[config.mk]
export PLATFORM = sky130hd
export DESIGN_NAME = expr_arbiter
export DESIGN_NICKNAME = d
export VERILOG_FILES = /design/src/rtl/expr_arbiter.sv
export SDC_FILE = /design/constraint.sdc
export NUM_CORES = 1
export LEC_CHECK = 0
export ABC_AREA = 1
export CORE_UTILIZATION = 40
export DETAILED_ROUTE_END_ITERATION = 7
export SLEW_MARGIN = 20
export SYNTH_ARGS = -nofsm -noshare
export SYNTH_HDL_FRONTEND = slang
export SYNTH_SLANG_ARGS = --single-unit
[constraint.sdc]
create_clock -name clk -period 4.79 [get_ports clk]
set_input_delay 0.958 -clock clk [delete_from_list [all_inputs] [get_ports clk]]
set_output_delay 0.958 -clock clk [all_outputs]
set_load 0.01 [all_outputs]
[src/rtl/expr_arbiter.sv]
// Two-requester arbiter feeding a single-digit infix checker/evaluator ('*' binds tighter than '+').
// Optional idle timeout on the granted requester: define EXPR_TIMEOUT_EN.
module expr_arbiter #(
   parameter int unsigned TIMEOUT = 16
) (
   input  logic        clk,
   input  logic        clr_n,
   input  logic        req0_valid,
   input  logic [7:0]  req0_data,
   output logic        req0_ready,
   input  logic        req1_valid,
   input  logic [7:0]  req1_data,
   output logic        req1_ready,
   output logic        res_valid,
   output logic        res_ok,
   output logic [15:0] res_val,
   output logic        res_src,
   output logic        busy
);

   typedef enum logic [2:0] {
      S_IDLE,
      S_NUM,
      S_OPR,
      S_DRAIN,
      S_REPORT
   } state_t;

   localparam logic [7:0] CH_PLUS = 8'h2B;
   localparam logic [7:0] CH_MUL  = 8'h2A;
   localparam logic [7:0] CH_TERM = 8'h3B;
   localparam logic [7:0] CH_ZERO = 8'h30;
   localparam logic [7:0] CH_NINE = 8'h39;

   state_t      state_q, state_d;
   logic        gnt_q, gnt_d;
   logic        last_q, last_d;
   logic [15:0] sum_q, sum_d;
   logic [15:0] prod_q, prod_d;
   logic        mul_q, mul_d;
   logic        res_valid_q, res_valid_d;
   logic        res_ok_q, res_ok_d;
   logic [15:0] res_val_q, res_val_d;
   logic        res_src_q, res_src_d;

   logic        active;
   logic        in_valid;
   logic [7:0]  in_data;
   logic        accept;
   logic        is_digit;
   logic [7:0]  digit;
   logic [15:0] dval;

   assign active     = (state_q == S_NUM) || (state_q == S_OPR) || (state_q == S_DRAIN);
   assign in_valid   = gnt_q ? req1_valid : req0_valid;
   assign in_data    = gnt_q ? req1_data : req0_data;
   assign accept     = active && in_valid;
   assign is_digit   = (in_data >= CH_ZERO) && (in_data <= CH_NINE);
   assign digit      = in_data - CH_ZERO;
   assign dval       = {8'd0, digit};

   assign req0_ready = active && !gnt_q;
   assign req1_ready = active && gnt_q;
   assign busy       = (state_q != S_IDLE);
   assign res_valid  = res_valid_q;
   assign res_ok     = res_ok_q;
   assign res_val    = res_val_q;
   assign res_src    = res_src_q;

`ifdef EXPR_TIMEOUT_EN
   localparam int unsigned TW = $clog2(TIMEOUT + 1);
   logic [TW-1:0] tmo_q, tmo_d;
`else
   logic tmo_unused;
   assign tmo_unused = (TIMEOUT == 0);
`endif

   always_comb begin
      state_d     = state_q;
      gnt_d       = gnt_q;
      last_d      = last_q;
      sum_d       = sum_q;
      prod_d      = prod_q;
      mul_d       = mul_q;
      res_valid_d = 1'b0;
      res_ok_d    = res_ok_q;
      res_val_d   = res_val_q;
      res_src_d   = res_src_q;

      // Result outputs are loaded on the edge that enters REPORT so they are valid with the pulse.
      case (state_q)
         S_IDLE: begin
            sum_d  = '0;
            prod_d = '0;
            mul_d  = 1'b0;
            if (req0_valid || req1_valid) begin
               gnt_d   = (req0_valid && req1_valid) ? !last_q : req1_valid;
               state_d = S_NUM;
            end
         end
         S_NUM: begin
            if (accept) begin
               if (is_digit) begin
                  prod_d  = mul_q ? (prod_q * dval) : dval;
                  state_d = S_OPR;
               end else if (in_data == CH_TERM) begin
                  res_valid_d = 1'b1;
                  res_ok_d    = 1'b0;
                  res_val_d   = '0;
                  res_src_d   = gnt_q;
                  state_d     = S_REPORT;
               end else begin
                  state_d = S_DRAIN;
               end
            end
         end
         S_OPR: begin
            if (accept) begin
               if (in_data == CH_PLUS) begin
                  sum_d   = sum_q + prod_q;
                  mul_d   = 1'b0;
                  state_d = S_NUM;
               end else if (in_data == CH_MUL) begin
                  mul_d   = 1'b1;
                  state_d = S_NUM;
               end else if (in_data == CH_TERM) begin
                  res_valid_d = 1'b1;
                  res_ok_d    = 1'b1;
                  res_val_d   = sum_q + prod_q;
                  res_src_d   = gnt_q;
                  state_d     = S_REPORT;
               end else begin
                  state_d = S_DRAIN;
               end
            end
         end
         S_DRAIN: begin
            if (accept && (in_data == CH_TERM)) begin
               res_valid_d = 1'b1;
               res_ok_d    = 1'b0;
               res_val_d   = '0;
               res_src_d   = gnt_q;
               state_d     = S_REPORT;
            end
         end
         S_REPORT: begin
            last_d  = gnt_q;
            state_d = S_IDLE;
         end
         default: state_d = S_IDLE;
      endcase

`ifdef EXPR_TIMEOUT_EN
      tmo_d = tmo_q;
      if (!active || accept) begin
         tmo_d = '0;
      end else if (!in_valid) begin
         if (tmo_q == TW'(TIMEOUT - 1)) begin
            tmo_d       = '0;
            res_valid_d = 1'b1;
            res_ok_d    = 1'b0;
            res_val_d   = '0;
            res_src_d   = gnt_q;
            state_d     = S_REPORT;
         end else begin
            tmo_d = tmo_q + 1'b1;
         end
      end
`endif
   end

   always_ff @(posedge clk or negedge clr_n) begin
      if (!clr_n) begin
         state_q     <= S_IDLE;
         gnt_q       <= 1'b0;
         last_q      <= 1'b1;
         sum_q       <= '0;
         prod_q      <= '0;
         mul_q       <= 1'b0;
         res_valid_q <= 1'b0;
         res_ok_q    <= 1'b0;
         res_val_q   <= '0;
         res_src_q   <= 1'b0;
      end else begin
         state_q     <= state_d;
         gnt_q       <= gnt_d;
         last_q      <= last_d;
         sum_q       <= sum_d;
         prod_q      <= prod_d;
         mul_q       <= mul_d;
         res_valid_q <= res_valid_d;
         res_ok_q    <= res_ok_d;
         res_val_q   <= res_val_d;
         res_src_q   <= res_src_d;
      end
   end

`ifdef EXPR_TIMEOUT_EN
   always_ff @(posedge clk or negedge clr_n) begin
      if (!clr_n) begin
         tmo_q <= '0;
      end else begin
         tmo_q <= tmo_d;
      end
   end
`endif

endmodule

After elaboration in Yosys (flattened, before gate mapping) --
Index checks and enable logic that the tools add are counted.
Cells by class: add/sub/neg operators 2, multipliers 1, divide/modulo/power cells 0, magnitude comparators 2, equality and inequality tests 19, shifts and indexed selects 0, multiplexer cells 57, bitwise gates (word level) 0, reduce and logical (&&, ||, !) cells 23
Operators with widths (number):
- 16-bit two-way mux | 13
- 16-bit one-hot mux with 2 select lines | 2
- 16-bit one-hot mux with 3 select lines | 1
- 1-bit two-way mux | 27
- 8-bit by 6-bit equality test with 1-bit output (second input constant) | 3
- 3-bit two-way mux | 8
- 16-bit adder | 1
- 16-bit by 8-bit multiplier with 16-bit output | 1
- 2-bit inequality test (second input constant) | 7
- 3-bit one-hot mux with 4 select lines | 1
- 1-bit one-hot mux with 3 select lines | 3
- 3-bit AND reduction | 3
- 9-bit AND reduction | 1
- 8-bit by 6-bit >= comparator with 1-bit output (second input constant) | 1
- 8-bit by 6-bit <= comparator with 1-bit output (second input constant) | 1
- 8-bit two-way mux | 1
- 2-bit by 1-bit inequality test with 1-bit output (second input constant) | 4
- 8-bit by 6-bit subtractor with 8-bit output (second input constant) | 1
- 7-bit AND reduction | 1
- 3-bit by 2-bit equality test with 1-bit output (second input constant) | 2
- 1-bit logical AND | 6
- 3-bit nonzero test | 2
- 4-bit AND reduction | 1
- 2-bit nonzero test | 2
- other kinds (8) | 11
Word-level totals: register bits after elaboration 57, latch bits 0, memory bits (writable) 0, bits in read-only memories 0, bits of input ports 20, output and inout bits 22, memories 0

Depth between registers and ports, before layout --
depth after elaboration 7, depth in mapped cells 33, depth with buffers taken out 31

Worst setup path after synthesis --
Ideal clock, no wire load.
kind in2reg, from input req1_data[4], to register prod_q[13], setup time 0.128 ns, arrival time 5.388 ns, setup slack -0.726 ns, cell stages on the path 23, buffers on the path 1, cell sequence nand2_1 -> nand2_1 -> buf_1 -> ha_1 -> nand3_1 -> nand2_1 -> nor2_1 -> fa_1 -> inv_1 -> fa_1 -> fa_1 -> fa_1 -> inv_1 -> ha_1 -> inv_1 -> o21ai_0 -> a21boi_0 -> nand2_1 -> nand2_1 -> nand2_1 -> a21oi_1 -> xor2_1 -> o21ai_0
Between the ends: cells in the longest elaborated chain, start to end 7, elaborated cells between the ends (all ways) 12, those cells by class 1 x add/sub; 1 x mul; 2 x order compare; 1 x eq/ne; 5 x mux; 2 x reduce/logical
RTL lines:
- from (decl) | line 12 | input logic [7:0] req1_data,
- 8-bit two-way mux * | line 56 | assign in_data = gnt_q ? req1_data : req0_data;
- 8-bit by 6-bit subtractor with 8-bit output | line 59 | assign digit = in_data - CH_ZERO;
- 16-bit by 8-bit multiplier with 16-bit output | line 104 | prod_d = mul_q ? (prod_q * dval) : dval;
- 16-bit two-way mux | line 104
- 16-bit two-way mux | line 103 | if (is_digit) begin
- 16-bit two-way mux | line 102 | if (accept) begin
- 16-bit one-hot mux with 2 select lines | line 91 | case (state_q)
- to (signal assigned) | line 189 | prod_q <= prod_d;
- to (decl) | line 39 | logic [15:0] prod_q, prod_d;
Mark *: on every way between the ends. The rest lies on a longest branch, timed or not. The select of a mux whose other input is x is not followed. A chain may end at the register's enable or synchronous reset.

Final worst setup path --
from input req0_data[5], to register prod_q[12]
Between the ends: cells in the longest elaborated chain, start to end 7, elaborated cells between the ends (all ways) 12, those cells by class 1 x add/sub; 1 x mul; 2 x order compare; 1 x eq/ne; 5 x mux; 2 x reduce/logical
RTL lines:
- from (decl) | line 9 | input logic [7:0] req0_data,
- 8-bit two-way mux * | line 56
- 8-bit by 6-bit subtractor with 8-bit output | line 59
- 16-bit by 8-bit multiplier with 16-bit output | line 104
- 16-bit two-way mux | line 104
- 16-bit two-way mux | line 103
- 16-bit two-way mux | line 102
- 16-bit one-hot mux with 2 select lines | line 91
Marked as above.

==> reports/qor.txt <==
Top cells by count, synth - 210 x nand2_1, 157 x inv_1, 99 x nor2_1
Peak VDD IR - 0.337 mV
Worst-case clock buffer depth - 2
Overall routing resource usage - 22.8%
Final slew viol count - 0
Top-area cell type share of the netlist area - 22.5%
Setup violations, final - 1
Critical path class - input pin to flop
Max incr delay on CP - 570 ps
Via count - 5820
Worst path required time - 5010 ps
Max FO, Critical Path - 6
Num ports - 42
Hold Crit Class - flop to flop
Yosys cell types - 41
CTS sink cnt - 57
Clk root buf - clkbuf_16
Layout cell share with drive strength beyond 1 - 26.1%
Nets@finish - 1088
Pre-antenna DRT Iters - 5
Minimum clock period - 4810 ps
Core ar. - 15200 µm²
Pint - 3.02 mW
CTS tree - built
Clock buffers created by TritonCTS - 9
R2R Setup Slk - 60 ps
Count leader, synth - nand2_1
Psw - 2.71 mW
Maximum number of pins on one net before global-route repair - 34
Post-route clock skew - 9.83 ps
Die area - 16100 µm²
Area of the multi-input gates - 4760 µm²
Hold buffer count at cts - 0
RSZ-0062 raised after global routing - yes
Most used cell, CP - fa_1
Post-synthesis sequential area ratio - 22.9%
CP Capture Type - flop
Final period utilization - 101%
Vias/cell - 5.02
Starting Density - 41.0%
Global-route wire length before repair - 28200 µm
Fin area - 8560 µm²
Critical path endpoint - prod_q[12]$_DFFE_PN0P_
Failing checks - negative setup slack
Post-synth EDFFs - 0
Crit path max-delay family - adder cells
Gate power share - 74.4%
Die W - 127 µm
Post-Syn Area - 6230 µm²
GP Congestion - 0.842
CP Buf/Inv Count - 4
Critical Path Source Type - input pin
CP startpoint - req0_data[5]
Worst Path Arrival - 5030 ps
Sequential share of power - 12.3%
Syn avg cell area - 7.38 µm²
Clock Power Share - 13.3%
Reg2reg end - prod_q[12]$_DFFE_PN0P_
N_diodes - 0
Tightest Pin Transition - 745 ps
Reg-to-Reg Start - gnt_q$_DFFE_PN0P_
# rows - 45
Final WL - 17700 µm
CP max stage cell - fa_1
# Max-Cap Violations - 0
Net Sw Frac - 47.3%
# fillers - 1393
Syn nets - 967
Relative slew slack - 50.3%
# H-tree levels - 3
Area Growth Syn to Fin - 37.3%
Total count of hold-check failures in the final report - 0
Lkg Pwr - 4.02 nW
Post-Layout Cell Count - 1159
HPWL after detailed placement - 13300 µm
Synth async-reset ratio - 100%
Vias in the first global route - 5608
Detail-routed net length per standard cell - 15.2 µm
Area contributors post-synth - dfrtp_1 22%, fa_1 20%, nand2_1 13%, inv_1 9.5%, ha_1 8.2%
Max Fclk - 208 MHz
Synth Flop Type - dfrtp_1
DR iter-0 viols - 367
CP Depth - 21
DRC - 0
Worst-path cell chain - buf_6, nand2_4, nand2_4, buf_6, ha_4, nor2_4, fa_1, inv_2, fa_1, fa_2, fa_1, inv_2, ha_4, nand2_2, nor3_4, a21o_1, nand2_2, a21oi_2, o21ai_1, nand2_1, o21ai_1
Pwr dens - 670 nW/µm²
Synthesized flop and latch total - 57
Seq. cell area - 1430 µm²
Clk slew on worst S/H paths - 50 ps
Worst-skew pair later-pin latency - 340 ps
Post-Place Setup Slack - -876 ps
Grt ovf - 0
Syn Inst Count - 845
Dominant cell type by area after synthesis - dfrtp_1
Dpl cells - 1119
Post-layout util - 56.3%
Die Y - 127 µm
Initial antenna violation count - 0
Synth warn - 0
Total power draw - 5.73 mW
DRT antenna net count - 0
IO buf count - 41
Post-route setup slack - -24.9 ps
Outcome - finished with violations
Placed inst area - 7430 µm²
R2r worst-path depth - 23
## routing by layer
metal | GRT usage, % | wire length, µm | part of all wire, %
met5 | 0 | 0 | 0
met4 | 6.65 | 373 | 2.1
met3 | 4.05 | 888 | 5.0
met2 | 37.5 | 8340 | 47
met1 | 30.8 | 8050 | 46
## metrics by stage
step	setup TNS, ps	hold WS (ps)
floorplan	-152	448
global placement	-6750	455
detailed placement	-7250	462
CTS	0	476
global route	-386	496
finish	-24.9	473
## power groups by stage
stage | Sequential (mW) | Combinational (mW) | Clock, mW
3_3_place_gp | 0.706 | 3.36 | 0
3_5_place_dp | 0.708 | 3.38 | 0
5_1_grt | 0.718 | 4.71 | 0.805
4_1_cts | 0.702 | 3.80 | 0.779
6_report | 0.702 | 4.27 | 0.765
2_1_floorplan | 0.713 | 2.16 | 0
## cell usage in the layout (no fill, tap or decap), drive strengths merged, types with 2 or more instances in the layout
cell / synthesis / final
a21oi: 46 / 46
a31oi: 2 / 2
buf: 9 / 89
bufinv: 0 / 3
clkbuf: 6 / 14
clkdlybuf4s15: 0 / 3
clkdlybuf4s50: 0 / 28
clkinv: 2 / 4
dfrtp: 56 / 56
dlymetal6s2s: 0 / 2
fa: 61 / 61
ha: 41 / 41
inv: 163 / 162
nand2: 216 / 216
nand3: 35 / 35
nand4: 3 / 3
nor2: 100 / 100
nor3: 10 / 10
o2111ai: 2 / 2
o211ai: 4 / 4
o21a: 2 / 2
o21ai: 61 / 61
o22ai: 5 / 5
o32ai: 2 / 2
or2: 3 / 3
xnor2: 4 / 4
xor2: 6 / 6
## kinds of logic after synthesis
kind of cell	after synthesis	share of synthesized area (%)
xor+xnor	10	1.40
fa+ha+maj	102	27.8
compound gates	128	12.1
flops	57	22.9
simple gates	368	24.3
buf+inv	180	11.5
## state kept, by name, summed over array words and instances, names as in the netlist
register / count
res_src: 1
last_q: 1
prod_q: 16
mul_q: 1
gnt_q: 1
res_ok: 1
res_val: 16
sum_q: 16
state_q: 3
res_valid: 1
## cell type report
type	count	share of cell area [%]
multi-input combinational	608	55.7
clock inverter	5	1.20
timing repair buffer	125	13.4
sequential	57	16.7
tap	188	2.75
inverter	165	7.44
clock buffer	11	2.84
## worst reg2reg max path, cell delays in order (launching register included)
cell and delay (ps):
dfrtp_1 390, buf_4 210, nand2_4 110, nand2_8 70, ha_4 180, inv_2 70
nand3_4 90, nand2_8 120, nor2_4 40, fa_1 510, inv_2 40, fa_1 570
fa_2 460, fa_1 530, inv_2 50, ha_4 300, nand2_2 90, nor3_4 160
a21o_1 170, nand2_2 70, a21oi_2 170, o21ai_1 90, nand2_1 60, o21ai_1 70
## what timing repair did
action | 4_1_cts | 5_1_grt
setup buffers | 19 | 7
resized for setup | 76 | 96
gates cloned | 0 | 0
endpoints found under the setup margin | 10 | 10
pin swaps | 67 | 52
## how the worst min path moves through the flow
stage / startpoint / end / slack (ps) / cells after the start
final: res_val[3]$_DFFE_PN0P_ / res_val[3]$_DFFE_PN0P_ / 470 / 2
after global routing: res_val[13]$_DFFE_PN0P_ / res_val[13]$_DFFE_PN0P_ / 500 / 2
after CTS: res_val[3]$_DFFE_PN0P_ / res_val[3]$_DFFE_PN0P_ / 480 / 2
after detailed placement: res_val[3]$_DFFE_PN0P_ / res_val[3]$_DFFE_PN0P_ / 460 / 2
after global placement: res_val[3]$_DFFE_PN0P_ / res_val[3]$_DFFE_PN0P_ / 450 / 2
after floorplan: sum_q[2]$_DFFE_PN0P_ / sum_q[2]$_DFFE_PN0P_ / 450 / 2
(Power assumes the default switching activity.)
